### src/rtl/cache_controller.sv
// Initiator-side 2-way data cache controller between MEM stage, cache array and SRAM controller.
// Latency: load hit 0 cycles (same-cycle ready); load miss / store complete on the sram_ready cycle.
// Backpressure: ready is held low while a miss fill or write-through is outstanding at SRAM.
module cache_controller #(
  parameter int unsigned BASE_ADDR = 1024,
  parameter int unsigned CNT_W     = 16
) (
  input  logic             clk,
  input  logic             rst,
  // pipeline side
  input  logic             rd_en,
  input  logic             wr_en,
  input  logic [31:0]      address,
  input  logic [31:0]      wdata,
  output logic [31:0]      rdata,
  output logic             ready,
  // cache array side
  input  logic             cache_hit,
  input  logic [31:0]      cache_rdata,
  output logic             cache_read_en,
  output logic             cache_write_en,
  output logic             check_invalid,
  output logic [16:0]      cache_address,
  output logic [63:0]      cache_write_data,
  // SRAM controller side
  output logic             sram_rd_en,
  output logic             sram_wr_en,
  output logic [31:0]      sram_address,
  output logic [31:0]      sram_wdata,
  input  logic [63:0]      sram_rdata,
  input  logic             sram_ready,
  // statistics
  output logic [CNT_W-1:0] hit_count,
  output logic [CNT_W-1:0] miss_count
);

  typedef enum logic [1:0] {
    IDLE      = 2'd0,
    READ_MISS = 2'd1,
    WRITE     = 2'd2
  } state_t;

  state_t           state_q, state_d;
  logic [CNT_W-1:0] hit_q, hit_d;
  logic [CNT_W-1:0] miss_q, miss_d;

  // Cache indexing works on the offset into the data-memory window.
  logic [31:0] addr_off;
  logic        word_sel;
  logic        unused_addr_bits;

  assign addr_off         = address - BASE_ADDR;
  assign cache_address    = addr_off[18:2];
  assign word_sel         = addr_off[2];
  assign unused_addr_bits = ^{addr_off[31:19], addr_off[1:0]};

  // The fill block and SRAM request fields are straight pass-throughs; the strobes qualify them.
  assign cache_write_data = sram_rdata;
  assign sram_address     = address;
  assign sram_wdata       = wdata;

  assign hit_count        = hit_q;
  assign miss_count       = miss_q;

  // State register and saturating statistics counters.
  always_ff @(posedge clk or negedge rst) begin
    if (!rst) begin
      state_q <= IDLE;
      hit_q   <= '0;
      miss_q  <= '0;
    end else begin
      state_q <= state_d;
      hit_q   <= hit_d;
      miss_q  <= miss_d;
    end
  end

  // Next-state, counter updates and all combinational outputs.
  always_comb begin
    state_d        = state_q;
    hit_d          = hit_q;
    miss_d         = miss_q;
    ready          = 1'b1;
    rdata          = '0;
    cache_read_en  = 1'b0;
    cache_write_en = 1'b0;
    check_invalid  = 1'b0;
    sram_rd_en     = 1'b0;
    sram_wr_en     = 1'b0;

    unique case (state_q)
      IDLE: begin
        // A simultaneous load and store is treated as the store.
        if (wr_en) begin
          check_invalid = 1'b1;
          sram_wr_en    = 1'b1;
          ready         = 1'b0;
          state_d       = WRITE;
        end else if (rd_en) begin
          cache_read_en = 1'b1;
          if (cache_hit) begin
            rdata = cache_rdata;
            if (hit_q != '1) begin
              hit_d = hit_q + CNT_W'(1);
            end
          end else begin
            ready      = 1'b0;
            sram_rd_en = 1'b1;
            state_d    = READ_MISS;
            if (miss_q != '1) begin
              miss_d = miss_q + CNT_W'(1);
            end
          end
        end
      end

      READ_MISS: begin
        sram_rd_en = 1'b1;
        if (sram_ready) begin
          // Fill the line and forward the requested word in the same cycle.
          cache_write_en = 1'b1;
          rdata          = word_sel ? sram_rdata[63:32] : sram_rdata[31:0];
          state_d        = IDLE;
        end else begin
          ready = 1'b0;
        end
      end

      WRITE: begin
        sram_wr_en = 1'b1;
        if (sram_ready) begin
          state_d = IDLE;
        end else begin
          ready = 1'b0;
        end
      end

      default: begin
        state_d = IDLE;
      end
    endcase

    // While reset is held, everything is quiescent even if a request is still asserted.
    if (!rst) begin
      ready          = 1'b1;
      rdata          = '0;
      cache_read_en  = 1'b0;
      cache_write_en = 1'b0;
      check_invalid  = 1'b0;
      sram_rd_en     = 1'b0;
      sram_wr_en     = 1'b0;
    end
  end

endmodule

### config.mk
export PLATFORM = sky130hd
export DESIGN_NAME = cache_controller
export DESIGN_NICKNAME = d
export VERILOG_FILES = /design/src/rtl/cache_controller.sv
export SDC_FILE = /design/constraint.sdc
export NUM_CORES = 1
export LEC_CHECK = 0
export BUFFER_PORTS_ARGS = -buffer_cell sky130_fd_sc_hd__clkbuf_2
export CORE_AREA = 5 5 147 149
export CTS_CLUSTER_SIZE = 24
export DETAILED_ROUTE_END_ITERATION = 12
export DIE_AREA = 0 0 152 154
export SYNTH_ARGS = -nofsm -noshare
export SYNTH_HDL_FRONTEND = slang
export SYNTH_SLANG_ARGS = --single-unit
### constraint.sdc
create_clock -name clk -period 2.8 [get_ports clk]
set_clock_uncertainty 0.15 [all_clocks]
set_input_delay 0.56 -clock clk [delete_from_list [all_inputs] [get_ports clk]]
set_output_delay 0.56 -clock clk [all_outputs]
set_load 0.03 [all_outputs]
* Yosys cells after proc, flatten, opt, wreduce, memory -nomap -nowiden
Index checks and enable logic that the tools add are counted.
Storage, ports and cells: bits in registers 34, output and inout bits 215, word-level logic and storage cells 54
Cells by class: add/subtract/negate cells 3, equal/unequal tests 7, mux-type cells 34, bitwise logic cells 2, reduce and logical (&&, ||, !) cells 5
Operators by type and width (count):
- $mux W32 | 6
- $pmux W32 S2 | 1
- $add A16 B1 Y16 const B | 2
- $ne A16 B16 Y1 const B | 2
- $mux W1 | 19
- $sub A19 B11 Y19 const B | 1
- $reduce_and A5 Y1 | 2
- $mux W2 | 4
- $ne A3 B3 Y1 const B | 2
- $pmux W1 S2 | 3
- $pmux W2 S2 | 1
- $reduce_and A3 Y1 | 1
- $eq A2 B1 Y1 const B | 1
- $eq A2 B2 Y1 const B | 1
- $logic_not A2 Y1 | 1
- $ne A2 B1 Y1 const B | 1
- $not A1 Y1 | 2
- $reduce_or A2 Y1 | 1

* Logic depth before layout (Yosys ltp)
word-level depth 5, mapped depth 7, gate-level depth less buffers 6

* Least setup slack after synthesis
Ideal clock, no wire load.
kind register to output, start point register state_q[1], end point output rdata[10], arrival time 1.878 ns, path slack 0.212 ns, cell stages (with the launch flop) 8, buffers on the path 2, cell sequence dfrtp_1 inv_1 ha_1 and4b_1 buf_2 buf_1 a21oi_1 nor2_1
On the way: cells in the longest elaborated chain, start to end 3, elaborated cells on any way between the ends 4
Ends and longest elaborated chain:
- start, declared | line 43 | state_t state_q, state_d;
- start signal, assigned | line 72 | state_q <= state_d;
- $eq A2 B1 Y1 or $logic_not A2 Y1 (tied branches) | line 91 | unique case (state_q)
- $pmux W32 S2 * | line 91
- $mux W32 * | line 144 | if (!rst) begin
- end, declared | line 15 | output logic [31:0] rdata,
Mark *: on every way between the ends. The rest lies on a longest branch, timed or not.

* Worst setup path after layout
start point input rst, end point output rdata[6]
On the way: cells in the longest elaborated chain, start to end 1
Ends and longest elaborated chain:
- start, declared | line 9 | input logic rst,
- $mux W32 | line 144
No other way between the ends.

==> reports/results.ini <==
[yosys]
ys_ff_latch=34
netlist_area_um2=3820
ys_seq_area_share_pct=22.3
ys_top_cells_by_count=buf_4, nor2_1, a21oi_1
async_reset_ff_share_pct=100
yosysTopAreaCell=buf_4
synth_area_leaders=buf_4, dfrtp_1, mux2i_1
syn_inst=470
synth_most_common_cell=buf_4
synth_ff_type=dfrtp_1
yosysWarnings=0
synthesis.nets=643
synth_top_area_share_pct=26.9
avgSynthCellArea_um2=8.13
synth_edf_count=0
synth_cell_types=46

[sta]
max_freq_mhz=371
layout_setup_ws_ns=0.107
finalSetupTns_ns=0
rsz0062_at_grt=no
finalHoldViolCount=0
slew_viol_final=0
max_slew_margin_pct=72.1
post-route-min-period_ns=2.69
worstMarginPinSlew_ns=0.418
fin_crit_sh_pct=96.2
finalSetupViolCount=0

[critical_path]
crit_family=buffers and inverters
crit_slowest_cell=dlygate4sd3_1
r2r_cells=8
crit_top_cell=clkbuf_2
crit_fanout=32
worst-setup-path-type=input pin to output pin
r2r_slack_ns=0.56
r2r_start=state_q[1]
worstPathCellList=dlygate4sd3_1 > clkbuf_2 > o21ai_4 > buf_12 > nor2_1 > clkbuf_2
endpoint_kind=output pin
worst-path-buf-inv=4
reg2reg_to=miss_count[14]
worstPathRequired_ns=2.09
cp-start-kind=input pin
max_stage_delay_ns=0.52
cp_data_arrival_time_ns=1.98

[clocking]
cts_buffers=5
cts_sinks=34
clk_latency_ns=0.28
cts-root-buf=clkbuf_16
cts_max_level=2
clk_path_buf_depth=2
postCtsSetupBuffers=0
clk_pin_slew_ns=0.06
cts_tree=yes

[floorplanning]
die_h_um=154
ios=381
start_util_pct=19.1
core_um2=20000
die_w_um=152
dieArea_um2=23400
std_cell_rows=52

[job]
maxCapViolations=0

[drt]
drt_iter0_drc=148
drtPass1Iterations=4
avgRoutedWirePerCell_um=16.4
vias=3579
avgViaCountPerCell=4.11
ant_nets=0
routed_wl_um=14300
drc=0

[global_routing]
grt_antenna_before_repair=0
grt.overflow.total=0
grt_max_degree=36
grtUsageTotal_pct=11.1
grt_first_pass_wirelength_um=20900
first_global_vias=3475

[status]
outcome=finished, final reports clean

[worst_hold_path]
hp-class=register to register
min_path_cells=1
min_to=hit_count[15]
min_from=hit_count[15]

[layout]
nets=773
final_cells=871
synthToLayoutAreaGrowth_pct=22.6
diodes=0
drive_above_1_share_pct=50.2

[placement]
io_buffers=265
post-place-ws_ns=0.343
gp_congestion=0.967
dp_hpwl_um=12200
placed_cells=862

[power]
p_leak_nw=2.54
vdd_drop_max_uv=384
finalPower_mw=2.43
powerDensity_nw_per_um2=519

[registers in the layout, summed over array words and instances, names as in the netlist]
signal	flops
miss_count	16
state_q	2
hit_count	16
[worst max-delay path by stage]
| stage | start | endpoint | slack (ns) | cells after the start |
|---|---|---|---|---|
| 3_5_place_dp | address[14] | cache_address[16] | 0.34 | 6 |
| 3_3_place_gp | address[14] | cache_address[16] | 0.33 | 6 |
| 2_1_floorplan | state_q[1] | rdata[10] | 0.21 | 7 |
| 5_1_grt | rst | rdata[9] | 0.006 | 6 |
| 4_1_cts | rst | rdata[24] | 0.08 | 6 |
| 6_report | rst | rdata[6] | 0.11 | 6 |
[worst register-to-register path, stage by stage, from the launching register on]
cell and delay, ns:
dfrtp_1 0.40, inv_1 0.12, ha_2 0.23, buf_4 0.15, and4bb_1 0.24, buf_4 0.16, nand4_1 0.21, nor4_2 0.33
xor2_1 0.16
[power by group]
part	internal [mW]	leakage, nW	switching, mW	total (mW)
Combinational	0.395	2.02	0.794	1.19
Sequential	0.563	0.456	0.115	0.678
Clock	0.352	0.0729	0.211	0.563
[stage by stage]
| stage | hold WS (ns) | instance area [um2] | util [%] |
|---|---|---|---|
| floorplan | 0.114 | 3820 | - |
| global placement | 0.291 | 4520 | 22.6 |
| detailed placement | 0.296 | 4520 | 22.6 |
| CTS | 0.353 | 4680 | 23.4 |
| global route | 0.383 | 4680 | 23.4 |
| finish | 0.348 | 4680 | 23.4 |
[layer usage]
layer  wire length [um]  global-route usage (%)  vias to the layer above
met1               5180                    12.0                     1641
met4                330                    2.83                        0
met2               6890                    19.0                      176
li1                   -                       -                     1735
met3               1860                    6.21                       27
met5                  0                       0                        -
[area by class of cell]
type                    instances  area (um2)
clock buffers                   6         139
inverters                       8        30.0
flip-flops and latches         34         851
repair buffers                274        1450
fillers                      2242       15400
multi-input cells             277        1870
well taps                     270         338
clock inverters                 2        12.5
[logic make-up after synthesis]
| logic type | share of synthesized area (%) |
|---|---|
| AO/OA/AOI/OAI | 8.29 |
| XOR/XNOR | 7.34 |
| adder cells (fa/ha/maj) | 2.29 |
| buffers and inverters | 29.2 |
| flip-flops | 22.3 |
| multiplexers | 9.34 |
| AND/OR/NAND/NOR | 21.3 |
[what timing repair did]
action                                 CTS  global route
hold buffers                             1             0
gates resized for setup                  0             1
endpoints found under the hold margin    2             0
setup endpoints to repair                0             1
[placed cells by master (no fill, tap or decap), types with 4 or more instances in the layout]
master       n
ha_1         6
dfrtp_1     34
nor4_1       5
clkbuf_2   265
buf_4        4
nand3_1      4
clkbuf_16    5
xnor2_1      5
nor2_1      73
a21oi_1     42
and3_1       4
mux2i_1     33
xor2_1      27
nand2_1     15
nand4_1     11
nor3_1       6
inv_1        8
buf_12       4
Power figures use the tool's default switching activity.
